## config.mk

```make
export PLATFORM = sky130hd
export DESIGN_NAME = lz4_input_feeder_flat
export DESIGN_NICKNAME = d
export VERILOG_FILES = /design/src/rtl/lz4_pkg.sv /design/src/rtl/lz4_input_feeder_if.sv /design/src/rtl/lz4_feed_pack.sv /design/src/rtl/lz4_input_feeder.sv /design/src/flat_wrapper.sv
export SDC_FILE = /design/constraint.sdc
export NUM_CORES = 1
export LEC_CHECK = 0
export ABC_CLOCK_PERIOD_IN_PS = 3300
export CORE_MARGIN = 2
export CORE_UTILIZATION = 25
export CTS_BUF_LIST = sky130_fd_sc_hd__clkbuf_8
export DETAILED_ROUTE_END_ITERATION = 10
export PLACE_DENSITY_LB_ADDON = 0.2
export SETUP_SLACK_MARGIN = 0.15
export SLEW_MARGIN = 25
export SYNTH_ARGS = -nofsm -noshare
export SYNTH_HDL_FRONTEND = slang
export SYNTH_SLANG_ARGS = --single-unit
```

## constraint.sdc

```tcl
create_clock -name clk -period 3.3 [get_ports clk]
set_clock_uncertainty 0.05 [all_clocks]
set_input_delay 0.33 -clock clk [delete_from_list [all_inputs] [get_ports clk]]
set_output_delay 0.33 -clock clk [all_outputs]
set_load 0.01 [all_outputs]
```

## src/rtl/lz4_pkg.sv

```systemverilog
// rtl/lz4_pkg.sv - shared types and constants for the LZ4 input feeder
//
// Purpose: feeder state encoding, word size and default address width,
//          imported by the feeder interface, packer and top level.
// Ports:   none (package).

package lz4_pkg;

    localparam int LZ4_WORD_BYTES = 4;
    localparam int LZ4_DEF_ADDR_W = 32;

    typedef enum logic [2:0] {
        FEED_IDLE,
        FEED_FILL,
        FEED_HOLD,
        FEED_DRAIN,
        FEED_END
    } feed_state_t;

endpackage

```

## src/rtl/lz4_input_feeder_if.sv

```systemverilog
// rtl/lz4_input_feeder_if.sv - byte stream and dictionary-buffer bundle for the feeder
//
// Purpose: groups the upstream byte handshake and the buffer write port.
// Ports:   in_data/in_valid/in_last/in_ready  upstream byte stream
//          buf_unable/buf_full                 buffer stall flags
//          buf_idword/buf_idvalid              word write
//          buf_ishift/buf_isvalid              tail byte shift
//          buf_waddr                           byte address of current write
//          compress_end                        end-of-stream pulse
// Modports: master = feeder side, slave = upstream/buffer side.

interface lz4_input_feeder_if
    import lz4_pkg::*;
#(
    parameter int ADDR_W = LZ4_DEF_ADDR_W
);

    logic [7:0]        in_data;
    logic              in_valid;
    logic              in_last;
    logic              in_ready;
    logic              buf_unable;
    logic              buf_full;
    logic [31:0]       buf_idword;
    logic              buf_idvalid;
    logic [31:0]       buf_ishift;
    logic              buf_isvalid;
    logic [ADDR_W-1:0] buf_waddr;
    logic              compress_end;

    modport master (
        input  in_data,
        input  in_valid,
        input  in_last,
        output in_ready,
        input  buf_unable,
        input  buf_full,
        output buf_idword,
        output buf_idvalid,
        output buf_ishift,
        output buf_isvalid,
        output buf_waddr,
        output compress_end
    );

    modport slave (
        output in_data,
        output in_valid,
        output in_last,
        input  in_ready,
        output buf_unable,
        output buf_full,
        input  buf_idword,
        input  buf_idvalid,
        input  buf_ishift,
        input  buf_isvalid,
        input  buf_waddr,
        input  compress_end
    );

endinterface

```

## src/rtl/lz4_feed_pack.sv

```systemverilog
// rtl/lz4_feed_pack.sv - byte accumulator and word packer for the LZ4 feeder
//
// Purpose: collects up to three bytes, forms the 32-bit word together with
//          the incoming fourth byte, and presents the oldest buffered byte
//          for tail draining.
// Config:  LZ4_FEED_BSWAP_EN defined -> first byte in word[7:0];
//          undefined (default)      -> first byte in word[31:24].
// Ports:   clk, rstN          clock, asynchronous active-low reset
//          accept, din        byte taken this cycle and its value
//          shift              drop the oldest buffered byte
//          word_ready         accept completes a word this cycle
//          word               packed word (valid with word_ready)
//          tail_byte          oldest buffered byte
//          fill_cnt           number of buffered bytes (0-3)

module lz4_feed_pack
    import lz4_pkg::*;
(
    input  logic        clk,
    input  logic        rstN,
    input  logic        accept,
    input  logic [7:0]  din,
    input  logic        shift,
    output logic        word_ready,
    output logic [31:0] word,
    output logic [7:0]  tail_byte,
    output logic [1:0]  fill_cnt
);

    logic [7:0] acc [0:LZ4_WORD_BYTES-2];
    logic [1:0] cnt;

    always_ff @(posedge clk or negedge rstN) begin
        if (!rstN) begin
            for (int i = 0; i < LZ4_WORD_BYTES - 1; i++) begin
                acc[i] <= 8'h00;
            end
            cnt <= 2'd0;
        end else if (accept) begin
            // The fourth byte bypasses the accumulator straight into the word.
            case (cnt)
                2'd0: acc[0] <= din;
                2'd1: acc[1] <= din;
                2'd2: acc[2] <= din;
                default: ;
            endcase
            cnt <= cnt + 2'd1;
        end else if (shift) begin
            // Oldest byte always sits in acc[0] during draining.
            acc[0] <= acc[1];
            acc[1] <= acc[2];
            acc[2] <= 8'h00;
            cnt    <= cnt - 2'd1;
        end
    end

    assign word_ready = accept && (cnt == 2'd3);
    assign tail_byte  = acc[0];
    assign fill_cnt   = cnt;

`ifdef LZ4_FEED_BSWAP_EN
    assign word = {din, acc[2], acc[1], acc[0]};
`else
    assign word = {acc[0], acc[1], acc[2], din};
`endif

endmodule

```

## src/rtl/lz4_input_feeder.sv

```systemverilog
// rtl/lz4_input_feeder.sv - packs an input byte stream into dictionary-buffer writes
//
// Purpose: accepts bytes over a valid/ready handshake, issues 32-bit word
//          writes, drains a partial tail word byte by byte, honours the
//          buffer stall flags and pulses compress_end after the final write.
// Config:  LZ4_FEED_BSWAP_EN selects little-endian packing (see lz4_feed_pack).
// Params:  ADDR_W      byte-address width, wraps modulo 2^ADDR_W
//          START_ADDR  byte address of the first byte of each stream
// Ports:   clk         rising-edge clock
//          rstN        asynchronous active-low reset
//          bus         lz4_input_feeder_if master modport

module lz4_input_feeder
    import lz4_pkg::*;
#(
    parameter int              ADDR_W     = LZ4_DEF_ADDR_W,
    parameter logic [ADDR_W-1:0] START_ADDR = '0
)(
    input  logic                 clk,
    input  logic                 rstN,
    lz4_input_feeder_if.master   bus
);

    feed_state_t       state, state_d;
    logic              last_pend, last_pend_d;
    logic              run;

    logic              stall;
    logic              accept;
    logic              in_ready;

    logic              word_ready;
    logic [31:0]       pack_word;
    logic [7:0]        tail_byte;
    logic [1:0]        fill_cnt;

    logic              load_word;
    logic              issue_word;
    logic              issue_byte;
    logic              end_now;

    logic [ADDR_W-1:0] wr_ptr;
    logic [31:0]       idword_q;
    logic              idvalid_q;
    logic [31:0]       ishift_q;
    logic              isvalid_q;
    logic [ADDR_W-1:0] waddr_q;
    logic              compress_end_q;

    assign stall  = bus.buf_unable | bus.buf_full;

    // run keeps in_ready low while reset is held and for the release edge.
    assign in_ready = run && ((state == FEED_IDLE) || (state == FEED_FILL));
    assign accept   = bus.in_valid && in_ready;

    lz4_feed_pack u_pack (
        .clk        (clk),
        .rstN       (rstN),
        .accept     (accept),
        .din        (bus.in_data),
        .shift      (issue_byte),
        .word_ready (word_ready),
        .word       (pack_word),
        .tail_byte  (tail_byte),
        .fill_cnt   (fill_cnt)
    );

    always_ff @(posedge clk or negedge rstN) begin
        if (!rstN) begin
            state     <= FEED_IDLE;
            last_pend <= 1'b0;
            run       <= 1'b0;
        end else begin
            state     <= state_d;
            last_pend <= last_pend_d;
            run       <= 1'b1;
        end
    end

    always_comb begin
        state_d     = state;
        last_pend_d = last_pend;
        load_word   = 1'b0;
        issue_word  = 1'b0;
        issue_byte  = 1'b0;
        end_now     = 1'b0;
        case (state)
            FEED_IDLE: begin
                // A fresh stream starts empty, so the first byte never completes a word.
                if (accept) begin
                    state_d = bus.in_last ? FEED_DRAIN : FEED_FILL;
                end
            end
            FEED_FILL: begin
                if (accept) begin
                    if (word_ready) begin
                        load_word = 1'b1;
                        if (stall) begin
                            state_d     = FEED_HOLD;
                            last_pend_d = bus.in_last;
                        end else begin
                            issue_word = 1'b1;
                            state_d    = bus.in_last ? FEED_END : FEED_FILL;
                        end
                    end else if (bus.in_last) begin
                        state_d = FEED_DRAIN;
                    end
                end
            end
            FEED_HOLD: begin
                // Held word always completed the accumulator, so no tail remains.
                if (!stall) begin
                    issue_word  = 1'b1;
                    last_pend_d = 1'b0;
                    state_d     = last_pend ? FEED_END : FEED_FILL;
                end
            end
            FEED_DRAIN: begin
                if (!stall) begin
                    issue_byte = 1'b1;
                    if (fill_cnt <= 2'd1) begin
                        state_d = FEED_END;
                    end
                end
            end
            FEED_END: begin
                end_now = 1'b1;
                state_d = FEED_IDLE;
            end
            default: begin
                state_d = FEED_IDLE;
            end
        endcase
    end

    always_ff @(posedge clk or negedge rstN) begin
        if (!rstN) begin
            wr_ptr         <= START_ADDR;
            idword_q       <= 32'h0;
            idvalid_q      <= 1'b0;
            ishift_q       <= 32'h0;
            isvalid_q      <= 1'b0;
            waddr_q        <= START_ADDR;
            compress_end_q <= 1'b0;
        end else begin
            idvalid_q      <= issue_word;
            isvalid_q      <= issue_byte;
            compress_end_q <= end_now;
            if (load_word) begin
                idword_q <= pack_word;
            end
            if (issue_word) begin
                waddr_q <= wr_ptr;
                wr_ptr  <= wr_ptr + ADDR_W'(LZ4_WORD_BYTES);
            end else if (issue_byte) begin
                ishift_q <= {24'h0, tail_byte};
                waddr_q  <= wr_ptr;
                wr_ptr   <= wr_ptr + ADDR_W'(1);
            end else if (end_now) begin
                wr_ptr <= START_ADDR;
            end
        end
    end

    assign bus.in_ready     = in_ready;
    assign bus.buf_idword   = idword_q;
    assign bus.buf_idvalid  = idvalid_q;
    assign bus.buf_ishift   = ishift_q;
    assign bus.buf_isvalid  = isvalid_q;
    assign bus.buf_waddr    = waddr_q;
    assign bus.compress_end = compress_end_q;

endmodule

```

## src/flat_wrapper.sv

```systemverilog
// flat-port wrapper written by rule: the top's interface ports become plain ports
module lz4_input_feeder_flat import lz4_pkg::*;
#(
    parameter int              ADDR_W     = LZ4_DEF_ADDR_W,
    parameter logic [ADDR_W-1:0] START_ADDR = '0
)
  (clk, rstN, bus_in_data, bus_in_valid, bus_in_last, bus_in_ready, bus_buf_unable, bus_buf_full, bus_buf_idword, bus_buf_idvalid, bus_buf_ishift, bus_buf_isvalid, bus_buf_waddr, bus_compress_end);
  lz4_input_feeder_if #(.ADDR_W(ADDR_W)) bus_i ();
  input  logic clk;
  input  logic rstN;
  input wire logic [$bits(bus_i.in_data)-1:0] bus_in_data;
  input wire logic [$bits(bus_i.in_valid)-1:0] bus_in_valid;
  input wire logic [$bits(bus_i.in_last)-1:0] bus_in_last;
  output wire logic [$bits(bus_i.in_ready)-1:0] bus_in_ready;
  input wire logic [$bits(bus_i.buf_unable)-1:0] bus_buf_unable;
  input wire logic [$bits(bus_i.buf_full)-1:0] bus_buf_full;
  output wire logic [$bits(bus_i.buf_idword)-1:0] bus_buf_idword;
  output wire logic [$bits(bus_i.buf_idvalid)-1:0] bus_buf_idvalid;
  output wire logic [$bits(bus_i.buf_ishift)-1:0] bus_buf_ishift;
  output wire logic [$bits(bus_i.buf_isvalid)-1:0] bus_buf_isvalid;
  output wire logic [$bits(bus_i.buf_waddr)-1:0] bus_buf_waddr;
  output wire logic [$bits(bus_i.compress_end)-1:0] bus_compress_end;
  assign bus_i.in_data = bus_in_data;
  assign bus_i.in_valid = bus_in_valid;
  assign bus_i.in_last = bus_in_last;
  assign bus_in_ready = bus_i.in_ready;
  assign bus_i.buf_unable = bus_buf_unable;
  assign bus_i.buf_full = bus_buf_full;
  assign bus_buf_idword = bus_i.buf_idword;
  assign bus_buf_idvalid = bus_i.buf_idvalid;
  assign bus_buf_ishift = bus_i.buf_ishift;
  assign bus_buf_isvalid = bus_i.buf_isvalid;
  assign bus_buf_waddr = bus_i.buf_waddr;
  assign bus_compress_end = bus_i.compress_end;
  lz4_input_feeder #(.ADDR_W(ADDR_W), .START_ADDR(START_ADDR)) u_core (.clk(clk), .rstN(rstN), .bus(bus_i));
endmodule
```

==> Word-level counts from Yosys, hierarchy flattened <==
Index checks and enable logic that the tools add are counted.
{ "totals": {"out_inout_bits": 100, "regBits": 138, "in_bits": 14, "wordCells": 93} }
{ "op_classes": {"n_lt_le_gt_ge": 1, "muxes": 38, "reduce_logical": 16, "bitwise": 2, "n_eq_ne": 18, "n_addsub": 4} }
{ "op_table": {"columns": ["cell", "n"], "rows": [
  ["32-bit 2-to-1 mux", 5],
  ["24-bit 2-to-1 mux", 2],
  ["32-bit by 1-bit adder with 32-bit output, second input constant", 1],
  ["32-bit by 3-bit adder with 32-bit output, second input constant", 1],
  ["3-bit 2-to-1 mux", 10],
  ["8-bit 2-to-1 mux", 3],
  ["1-bit 2-to-1 mux", 12],
  ["3-bit one-hot mux with 4 select lines", 1],
  ["2-bit by 1-bit != test with 1-bit output, second input constant", 5],
  ["2-bit != test, second input constant", 5],
  ["2-bit AND reduction", 4],
  ["3-bit by 2-bit == test with 1-bit output, second input constant", 2],
  ["2-bit 2-to-1 mux", 3],
  ["6-bit AND reduction", 1],
  ["2-bit nonzero test", 3],
  ["5-bit AND reduction", 1],
  ["2-bit == test, second input constant", 2],
  ["1-bit one-hot mux with 2 select lines", 2],
  ["3-bit by 1-bit == test with 1-bit output, second input constant", 1],
  ["3-bit == test, second input constant", 1],
  ["1-bit logical AND", 3],
  ["3-bit zero test", 1],
  ["3-bit != test, second input constant", 1],
  ["3-bit nonzero test", 1],
  ["8 further kinds", 8]
]} }

==> Depth between registers and ports, before layout <==
Gate-level depths: netlist of the first run.
{ "logic_depth": {"depth_word": 10, "ltp_mapped": 8, "depth_no_buf": 7} }

==> By module <==
A second synthesis of the first run with hierarchy kept.
{ "unflattened": {"hier_cells": 696, "area_unflattened_um2": 7040.5} }
{ "by_module_without_submodules": {"columns": ["mod", "area_per_inst_um2", "cells_per_inst", "seq_area_each_um2", "n_inst"], "rows": [
  ["lz4_input_feeder", 5429.0, 563, 2802.7, 1],
  ["lz4_feed_pack", 1611.5, 133, 650.6, 1]
]} }

==> Worst setup path after synthesis of the first run <==
No wires, ideal clock.
{ "synth_path": {"path_kind": "register -> register", "from": "register u_core.u_pack.cnt[0] (netlist: u_core.u_pack.fill_cnt[0])", "to": "register u_core.wr_ptr[4]", "stages_incl_launch_ff": 9, "setup_slack_ns": 1.401, "period_less_slack_ns": 1.899, "arrival_time_ns": 1.718, "setup_time_ns": 0.131, "required_time_ns": 3.119, "path_buffers": 1, "path_cell_list": "dfrtp_1 > ha_1 > and3_1 > a21oi_1 > nand2b_4 > inv_2 > buf_4 > o2111ai_1 > o21ai_0"} }
{ "synth_between": {"elab_chain_len": 6, "elab_cells_between_ends": 7, "classes_between": "1 x eq/ne; 4 x mux; 2 x reduce/logical"} }
{ "synth_rtl": {"columns": ["element", "line_no", "rtl"], "rows": [
  ["from (decl)", "lz4_feed_pack.sv:31", "logic [1:0] cnt;"],
  ["from (signal assigned)", "lz4_feed_pack.sv:47", "cnt <= cnt + 2'd1;"],
  ["from (signal assigned)", "lz4_feed_pack.sv:53", "cnt <= cnt - 2'd1;"],
  ["2-bit == test *", "lz4_feed_pack.sv:57", "assign word_ready = accept && (cnt == 2'd3);"],
  ["1-bit logical AND *", "lz4_feed_pack.sv:57", null],
  ["1-bit 2-to-1 mux *", "lz4_input_feeder.sv:96", "if (word_ready) begin"],
  ["1-bit 2-to-1 mux *", "lz4_input_feeder.sv:95", "if (accept) begin"],
  ["1-bit one-hot mux with 2 select lines *", "lz4_input_feeder.sv:87", "case (state)"],
  ["net u_core.issue_word", "lz4_input_feeder.sv:38", "logic issue_word;"],
  ["3-bit nonzero test (no line) or 32-bit 2-to-1 mux (tied branches)", null, null],
  ["to (signal assigned)", "lz4_input_feeder.sv:154", "wr_ptr <= wr_ptr + ADDR_W'(LZ4_WORD_BYTES);"],
  ["to (signal assigned)", "lz4_input_feeder.sv:158", "wr_ptr <= wr_ptr + ADDR_W'(1);"],
  ["to (decl)", "lz4_input_feeder.sv:42", "logic [ADDR_W-1:0] wr_ptr;"]
]} }
The timed path passes the listed nets; every way through them passes the cells marked *.
A chain may end at the register's enable or synchronous reset.

==> Worst setup path after layout of the first run <==
{ "layout_path": {"from": "register u_core.wr_ptr[5]", "to": "register u_core.wr_ptr[31]"} }
{ "layout_between": {"elab_chain_len": 3, "elab_cells_between_ends": 4, "classes_between": "2 x add/sub; 2 x mux"} }
{ "layout_rtl": {"columns": ["element", "line_no", "rtl"], "rows": [
  ["32-bit by 1-bit adder with 32-bit output", "lz4_input_feeder.sv:158", null],
  ["32-bit 2-to-1 mux", "lz4_input_feeder.sv:155", "end else if (issue_byte) begin"],
  ["32-bit 2-to-1 mux *", "lz4_input_feeder.sv:152", "if (issue_word) begin"]
]} }
Mark *: on every way between the ends. The rest lies on a longest branch, timed or not.

==> results.py, run 1 <==
metrics = {
    "power": {
        "leakage_nw": 3.73,
        "power_frac_seq_pct": 44.3,
        "p_comb_share_pct": 32.4,
        "clock_power_share_pct": 23.3,
        "switchingPower_mw": 2.14,
        "peakVddDrop_mv": 0.256,
        "p_int_mw": 3.77,
        "finalPower_mw": 5.91,
        "powerDensity_nw_per_um2": 731,
        "switching_share_pct": 36.1,
    },
    "setup_path": {
        "crit_slowest_cell": "or3_1",
        "cp_slowest_stage_delay_ps": 650,
        "r2r_end": "u_core.wr_ptr[31]",
        "cp_max_fo": 11,
        "worstPathArrival_ps": 2790,
        "timing.rr.start": "u_core.wr_ptr[5]",
        "regToRegSetupSlack_ps": 810,
        "crit_family": "simple AND/OR/NAND/NOR gates",
        "critPathLaunch": "u_core.wr_ptr[5]",
        "path_cells": "nand4_1 > or3_1 > nor4_4 > nand3_1 > o311ai_1",
        "r2r_cells": 5,
        "cp-start-kind": "flip-flop",
        "cp_num_cells": 5,
        "critPathCaptureType": "flip-flop",
        "crit_buf_inv": 0,
        "crit_type": "reg2reg",
        "cp-endpoint": "u_core.wr_ptr[31]",
        "required_ps": 3600,
    },
    "global_routing": {
        "grt_max_degree": 74,
        "grt-ovfl-total": 0,
        "grt_pass1_vias": 4834,
        "grt_util_all_layers_pct": 13.6,
        "antenna_found_initial": 0,
        "grt_pass1_wl_mm": 28.6,
    },
    "clock_network": {
        "cts_tree": "done",
        "cts_sinks": 138,
        "cts_resized": 0,
        "cts-root-buf": "clkbuf_8",
        "numCtsBuffers": 17,
        "holdBufCountCts": 1,
        "htreeDepth": 4,
        "clk_pin_slew_ps": 90,
        "cts_setup_buffers": 0,
        "clkLatencyLatePin_ps": 450,
        "cts.path.max_buffers": 2,
    },
    "floorplanning": {
        "ios": 114,
        "rows": 59,
        "initial_core_util_pct": 25.2,
        "die_w_um": 165,
        "floorplan.die_area_sq_um": 27300,
        "core_sq_um": 25800,
        "die_y_um": 165,
    },
    "synth": {
        "ys_seq_elements": 138,
        "netlist_area_sq_um": 6510,
        "ys.flop_type": "dfrtp_1",
        "yosys.area.top_type_share_pct": 53.0,
        "synthDistinctLibCells": 57,
        "ys_seq_area_share_pct": 53.0,
        "ys_top_cells_by_area": "dfrtp_1 (53%), nand2_1 (8.5%), o21ai_0 (3.5%), buf_4 (3.3%), a21oi_1 (3.2%)",
        "synth_cells": 666,
        "ys_warn_count": 0,
        "avgSynthCellArea_sq_um": 9.77,
        "synth_edf_count": 0,
        "yosysTopAreaCell": "dfrtp_1",
        "async_flop_share_pct": 100,
    },
    "detailed_routing": {
        "dr.pass1.iters": 4,
        "routed_wirelength_mm": 17.7,
        "num_vias": 5039,
        "ant_nets": 0,
        "wl_per_cell_um": 16.0,
        "viasPerCell": 4.58,
        "drc": 0,
        "drt-initial-drc-count": 283,
    },
    "layout": {
        "final_common_cell": "nand2_1",
        "antennaDiodeCount": 0,
        "layout_common_cells": "nand2_1 (146), dfrtp_1 (138), clkdlybuf4s50_1 (88)",
        "syn_to_final_growth_pct": 24.3,
        "drive_gt1_share_pct": 11.0,
        "final_nets": 773,
    },
    "sta": {
        "relSlewSlack_pct": 49.6,
        "hold_violations": 0,
        "tightest_slew_ps": 756,
        "setup_tns_ps": 0,
        "slew_violations": 0,
        "layout_min_cycle_time_ps": 2490,
        "setup_viol": 0,
        "period_share_pct": 75.6,
        "fmax_mhz": 401,
        "rsz0062_at_grt": "no",
    },
    "placed_design": {
        "hpwl_mm": 12.5,
        "numPortBuffers": 89,
        "routabilityCongestion": 0.796,
    },
    "worst_hold_path": {
        "worstHoldPathType": "in2async",
    },
    "job": {
        "maxCapViolations": 0,
    },
    "outcome": {
        "status": "completed",
    },
}
## synth_stat cells, types with 10 or more instances
master	n
nand2_1	147
nand3_1	13
nor3_1	10
mux2_2	16
nand4_1	12
o22ai_1	16
o21ai_0	46
inv_1	28
nor2_1	15
a21oi_1	41
buf_4	29
a31oi_1	14
and3_1	10
clkbuf_1	19
dfrtp_1	138
## layout make-up
class	count	area [sq um]
Clock buffer	17	234
Clock inverter	15	159
Multi-Input combinational cell	460	2670
Fill cell	2718	17700
Sequential cell	138	3450
Tap cell	335	419
Timing Repair Buffer	107	1040
Inverter	29	109
## routing by layer
metal	track usage, %	routed length (um)	vias up
li1	-	-	2491
met3	2.55	707	8
met1	20.3	8750	2441
met2	20.1	8140	99
met5	0	0	-
met4	3.45	52	0
## through the flow
step	hold slack, ps	cells	worst slack (ps)	area [sq um]	utilization (%)
2_1_floorplan	-15.6	689	1400	6600	-
3_3_place_gp	386	1068	758	7690	29.7
3_5_place_dp	383	1068	681	7690	29.7
4_1_cts	438	1101	807	8090	31.3
5_1_grt	454	1101	611	8090	31.3
6_report	425	1101	807	8090	31.3
## registers in the layout, indices dropped and copies added, names as in the netlist
name and count:
u_core.bus.buf_idword 32, u_core.u_pack.word 16, u_core.wr_ptr 32, u_core.run 1, u_core.state 3, u_core.last_pend 1
u_core.u_pack.tail_byte 8, u_core.bus.buf_ishift 8, u_core.bus.compress_end 1, u_core.bus.buf_isvalid 1, u_core.bus.buf_idvalid 1, u_core.u_pack.fill_cnt 2
u_core.bus.buf_waddr 32
## logic make-up (layout without fill, tap and decap cells)
family                     Yosys count  after routing  synth area share [%]
AOI/OAI and AO/OA                  161            161                  15.5
adders and majority gates            6              6                  1.15
xor gates and xnor gates             2              2                 0.269
DFF                                138            138                  53.0
other                                2             25                 0.115
buffers and inverters               91            168                  7.34
muxes                               25             25                  4.15
and+or+nand+nor                    241            241                  18.4
## worst register-to-register path, cell delays in order, from the launching register on
cell and delay, ps:
dfrtp_1 450, nand4_1 570, or3_1 650, nor4_4 330, nand3_1 120, o311ai_1 230
## power groups by stage
stage               Clock [mW]  Combinational [mW]  Sequential [mW]
floorplan                    0               0.931             2.67
global placement             0                1.94             2.67
detailed placement           0                1.95             2.66
CTS                       1.42                1.96             2.63
global route              1.49                2.14             2.70
finish                    1.38                1.92             2.62
## worst min path at each step
| stage | from | endpoint | slack (ps) | depth (start not counted) |
|---|---|---|---|---|
| 2_1_floorplan | rstN | u_core.bus.buf_idvalid | -20 | 0 |
| 3_3_place_gp | rstN | u_core.bus.buf_waddr[18] | 390 | 1 |
| 3_5_place_dp | rstN | u_core.bus.buf_waddr[18] | 380 | 1 |
| 4_1_cts | u_core.bus.buf_waddr[3] | u_core.bus.buf_waddr[3] | 440 | 2 |
| 5_1_grt | u_core.bus.buf_waddr[16] | u_core.bus.buf_waddr[16] | 450 | 2 |
| 6_report | rstN | u_core.bus.buf_waddr[14] | 420 | 2 |
Note: power is estimated with default switching activity, not from simulation.
==> inputs of run 2 (changes only) <==
ABC_CLOCK_PERIOD_IN_PS = 2450   (was 3300)
clock period = 2.45 ns   (was 3.3 ns; I/O delays follow)
==> results.py, run 2 (synthesis gave the netlist of run 1 again) <==
metrics = {
    "outcome": {
        "status": "completed",
    },
    "power": {
        "powerDensity_nw_per_um2": 988,
        "clock_power_share_pct": 23.9,
        "finalPower_mw": 8.14,
        "switchingPower_mw": 2.97,
        "leakage_nw": 3.82,
        "switching_share_pct": 36.5,
        "p_int_mw": 5.17,
        "peakVddDrop_mv": 0.339,
        "p_comb_share_pct": 32.8,
        "power_frac_seq_pct": 43.3,
    },
    "setup_path": {
        "worstPathArrival_ps": 2460,
        "required_ps": 2730,
        "cp_slowest_stage_delay_ps": 440,
        "r2r_cells": 6,
        "regToRegSetupSlack_ps": 260,
        "cp_max_fo": 6,
        "crit_family": "simple AND/OR/NAND/NOR gates",
        "r2r_end": "u_core.wr_ptr[30]",
        "path_cells": "nand4_1 > buf_4 > nor4_4 > o2111ai_1 > o21ai_0 > a21oi_1",
        "cp-start-kind": "flip-flop",
        "critPathCaptureType": "flip-flop",
        "timing.rr.start": "u_core.wr_ptr[4]",
        "crit_slowest_cell": "dfrtp_1",
        "crit_type": "reg2reg",
        "crit_buf_inv": 1,
    },
    "clock_network": {
        "htreeDepth": 4,
        "numCtsBuffers": 17,
        "clk_pin_slew_ps": 90,
        "clkLatencyLatePin_ps": 450,
        "cts-root-buf": "clkbuf_8",
        "cts_sinks": 138,
        "cts_tree": "done",
        "cts.path.max_buffers": 2,
    },
    "detailed_routing": {
        "wl_per_cell_um": 16.4,
        "dr.pass1.iters": 5,
        "drc": 0,
        "num_vias": 5160,
        "viasPerCell": 4.63,
        "routed_wirelength_mm": 18.3,
        "ant_nets": 0,
        "drt-initial-drc-count": 376,
    },
    "floorplanning": {
        "die_y_um": 165,
        "ios": 114,
        "floorplan.die_area_sq_um": 27300,
        "core_sq_um": 25800,
        "rows": 59,
        "initial_core_util_pct": 25.2,
        "die_w_um": 165,
    },
    "sta": {
        "relSlewSlack_pct": 53.9,
        "setup_tns_ps": 0,
        "rsz0062_at_grt": "yes",
        "slew_violations": 0,
        "layout_min_cycle_time_ps": 2190,
        "setup_viol": 0,
        "period_share_pct": 89.4,
        "hold_violations": 0,
        "fmax_mhz": 457,
        "tightest_slew_ps": 692,
    },
    "job": {
        "maxCapViolations": 0,
    },
    "layout": {
        "syn_to_final_growth_pct": 26.5,
        "final_nets": 787,
        "antennaDiodeCount": 0,
        "layout_common_cells": "nand2_1 (146), dfrtp_1 (137), clkdlybuf4s50_1 (88)",
        "drive_gt1_share_pct": 12.8,
        "final_cell_area_sq_um": 8230,
        "final_common_cell": "nand2_1",
    },
    "global_routing": {
        "grt_max_degree": 65,
        "grt-ovfl-total": 0,
        "grt_pass1_wl_mm": 29.1,
        "grt_pass1_vias": 4976,
        "grt_util_all_layers_pct": 13.8,
        "antenna_found_initial": 0,
    },
    "worst_hold_path": {
        "worstHoldPathType": "in2async",
    },
    "placed_design": {
        "routabilityCongestion": 0.866,
        "numPortBuffers": 89,
        "hpwl_mm": 12.7,
        "placed_area_sq_um": 7790,
    },
}
## run 2: cell count changes in the layout (fill, tap and decap cells not counted), moves of 3 or more
cell / before / now
inv_8: 0 / 7
inv_6: 6 / 3
buf_4: 16 / 29
clkinv_4: 6 / 3
## run 2: worst reg2reg max path, stage by stage (launching register included)
cell	delay [ps]
dfrtp_1	440
nand4_1	290
buf_4	270
nor4_4	420
o2111ai_1	220
o21ai_0	320
a21oi_1	70
## run 2: layer usage
metal	vias up	share of wire, %	track usage, %
met5	-	0	0
met2	139	44	20.5
met3	16	4.5	2.97
li1	2509	-	-
met4	0	1.3	3.53
met1	2496	50	20.4
## run 2: worst max path at each step
stage | startpoint | end | slack (ps) | depth (start not counted)
global placement | bus_buf_full | u_core.wr_ptr[30] | 250 | 7
detailed placement | u_core.wr_ptr[4] | u_core.wr_ptr[19] | 240 | 6
finish | u_core.wr_ptr[4] | u_core.wr_ptr[30] | 260 | 6
CTS | u_core.wr_ptr[4] | u_core.wr_ptr[19] | 220 | 6
global route | u_core.state[2] | u_core.state[1] | 140 | 6
floorplan | u_core.u_pack.fill_cnt[0] | u_core.wr_ptr[4] | 550 | 8
## run 2: metrics by stage
stage	setup WS (ps)	cells	util [%]	hold slack (ps)
final	261	1115	31.9	310
after global routing	138	1115	31.9	364
after CTS	224	1115	31.8	312
after detailed placement	236	1080	30.1	244
after global placement	245	1080	30.1	243
after floorplan	551	689	-	-101
## run 2: final cells by class
| cell class | instances | area (sq um) |
|---|---|---|
| Multi-Input combinational cell | 460 | 2680 |
| Fill cell | 2715 | 17600 |
| Inverter | 29 | 109 |
| Clock buffer | 17 | 234 |
| Clock inverter | 15 | 178 |
| Sequential cell | 138 | 3450 |
| Timing Repair Buffer | 121 | 1160 |
| Tap cell | 335 | 419 |
## run 2: what timing repair did
| action | in CTS | in global routing |
|---|---|---|
| setup buffers | 2 | 0 |
| pin swaps | 1 | 1 |
| endpoints found under the setup margin | 1 | 7 |
| hold buffers | 1 | 0 |
| hold endpoints to repair | 61 | 0 |
| gates resized for setup | 0 | 2 |
## run 2: power by group through the flow
stage	clock network (mW)	logic, mW	registers (mW)
floorplan	0	1.25	3.59
global placement	0	2.67	3.58
detailed placement	0	2.68	3.58
CTS	2.02	2.71	3.54
global route	2.13	2.97	3.63
finish	1.94	2.67	3.52
==> inputs of run 3 (changes only) <==
GPL_TIMING_DRIVEN = 0   (was not set)
HOLD_SLACK_MARGIN = 0.15   (was not set)
==> results.py, run 3 (synthesis gave the netlist of run 1 again) <==
metrics = {
    "sta": {
        "relSlewSlack_pct": 45.5,
        "period_share_pct": 91.3,
        "rsz0062_at_grt": "yes",
        "layout_min_cycle_time_ps": 2240,
        "fmax_mhz": 447,
        "setup_viol": 0,
        "slew_violations": 0,
        "whs_ps": 262,
        "hold_violations": 0,
        "tightest_slew_ps": 817,
    },
    "floorplanning": {
        "die_w_um": 165,
        "core_sq_um": 25800,
        "floorplan.die_area_sq_um": 27300,
        "die_y_um": 165,
        "initial_core_util_pct": 25.2,
        "ios": 114,
        "rows": 59,
    },
    "setup_path": {
        "cp-start-kind": "flip-flop",
        "regToRegSetupSlack_ps": 210,
        "cp_max_fo": 10,
        "worstPathArrival_ps": 2540,
        "timing.rr.start": "u_core.state[1]",
        "critPathCaptureType": "flip-flop",
        "r2r_cells": 8,
        "cp-endpoint": "u_core.wr_ptr[24]",
        "critPathLaunch": "u_core.state[1]",
        "r2r_end": "u_core.wr_ptr[24]",
        "crit_type": "reg2reg",
        "required_ps": 2760,
    },
    "detailed_routing": {
        "wl_per_cell_um": 16.5,
        "ant_nets": 0,
        "drt-initial-drc-count": 466,
        "drc": 0,
        "viasPerCell": 4.69,
        "dr.pass1.iters": 4,
        "num_vias": 5394,
        "routed_wirelength_mm": 18.9,
    },
    "power": {
        "powerDensity_nw_per_um2": 967,
        "leakage_nw": 3.91,
        "finalPower_mw": 8.12,
        "peakVddDrop_mv": 0.388,
    },
    "placed_design": {
        "numPortBuffers": 89,
        "placed_area_sq_um": 7940,
        "routabilityCongestion": 0.805,
        "hpwl_mm": 13.2,
        "dp.cells": 1114,
    },
    "outcome": {
        "status": "completed",
    },
    "clock_network": {
        "cts_tree": "done",
        "cts-root-buf": "clkbuf_8",
        "clkLatencyLatePin_ps": 460,
        "htreeDepth": 4,
        "clk_pin_slew_ps": 90,
        "cts_sinks": 138,
        "numCtsBuffers": 17,
        "cts.path.max_buffers": 2,
    },
    "global_routing": {
        "grt-ovfl-total": 0,
        "grt_pass1_wl_mm": 29.7,
        "grt_max_degree": 76,
        "grt_pass1_vias": 5029,
        "grt_util_all_layers_pct": 14.2,
        "antenna_found_initial": 0,
    },
    "job": {
        "maxCapViolations": 0,
    },
    "layout": {
        "syn_to_final_growth_pct": 29.1,
        "drive_gt1_share_pct": 14.3,
        "layout_common_cells": "nand2_1 (146), dfrtp_1 (138), clkdlybuf4s50_1 (88)",
        "antennaDiodeCount": 0,
        "n_fill_cell": 2727,
        "fin_cells": 1149,
        "final_nets": 821,
        "final_cell_area_sq_um": 8400,
        "final_common_cell": "nand2_1",
    },
    "worst_hold_path": {
        "worstHoldPathType": "in2async",
    },
}
[run 3: cell count changes in the layout (fill, tap and decap cells not counted), moves of 3 or more]
| cell | before | now |
|---|---|---|
| buf_2 | 0 | 7 |
| clkbuf_2 | 0 | 3 |
| inv_8 | 7 | 4 |
| a21oi_1 | 41 | 38 |
| clkbuf_1 | 0 | 17 |
[run 3: metrics by stage]
| stage | setup WS [ps] | setup TNS, ps | utilization [%] |
|---|---|---|---|
| floorplan | 551 | 0 | - |
| global route | 90.5 | 0 | 32.5 |
| CTS | 110 | 0 | 32.3 |
| finish | 214 | 0 | 32.5 |
| detailed placement | -204 | -1240 | 30.7 |
| global placement | -4980 | -685700 | 30.6 |
[run 3: worst max-delay path: stages (launching register included)]
cell,delay [ps]
dfrtp_1,400
buf_4,190
nor2_1,60
nand2_1,200
inv_1,210
a21oi_2,360
buf_2,340
a211oi_1,90
a211oi_1,210
[run 3: final cells by class]
type,instances,area (sq um),area share [%]
sequential,138,3450,41.1
clock buffer,17,234,2.78
buffer,62,377,4.48
clock inverter,15,155,1.85
timing repair buffer,93,948,11.3
inverter,29,109,1.30
tap,335,419,4.99
multi-input combinational,460,2710,32.2
[run 3: how the worst min path moves through the flow]
stage | start | end | slack, ps | depth (start not counted)
after floorplan | rstN | u_core.bus.buf_idvalid | -100 | 0
after global placement | u_core.bus.buf_waddr[15] | u_core.bus.buf_waddr[15] | 410 | 2
after detailed placement | rstN | u_core.bus.buf_waddr[14] | 190 | 1
after CTS | rstN | u_core.bus.buf_waddr[14] | 280 | 2
after global routing | rstN | u_core.bus.buf_waddr[14] | 300 | 2
final | rstN | u_core.wr_ptr[14] | 260 | 2
[run 3: layer usage]
metal | share of wire (%) | global-route usage, %
met1 | 49 | 20.5
met2 | 45 | 21.2
met3 | 4.3 | 2.90
met4 | 1.5 | 4.86
met5 | 0 | 0
[run 3: power breakdown]
group	internal (mW)	switching, mW	leakage [nW]
logic	1.33	1.42	1.95
registers	2.98	0.504	1.75
clock network	0.846	1.05	0.203
total	5.15	2.97	3.91
[run 3: timing repair]
item                                    in CTS  in global routing
hold endpoints to repair                    71                  0
pin swaps                                    1                  2
buffers inserted                             0                  2
resized for setup                            4                 11
gates cloned                                 0                  0
hold buffers                                 1                  0
endpoints found under the setup margin      12                 45
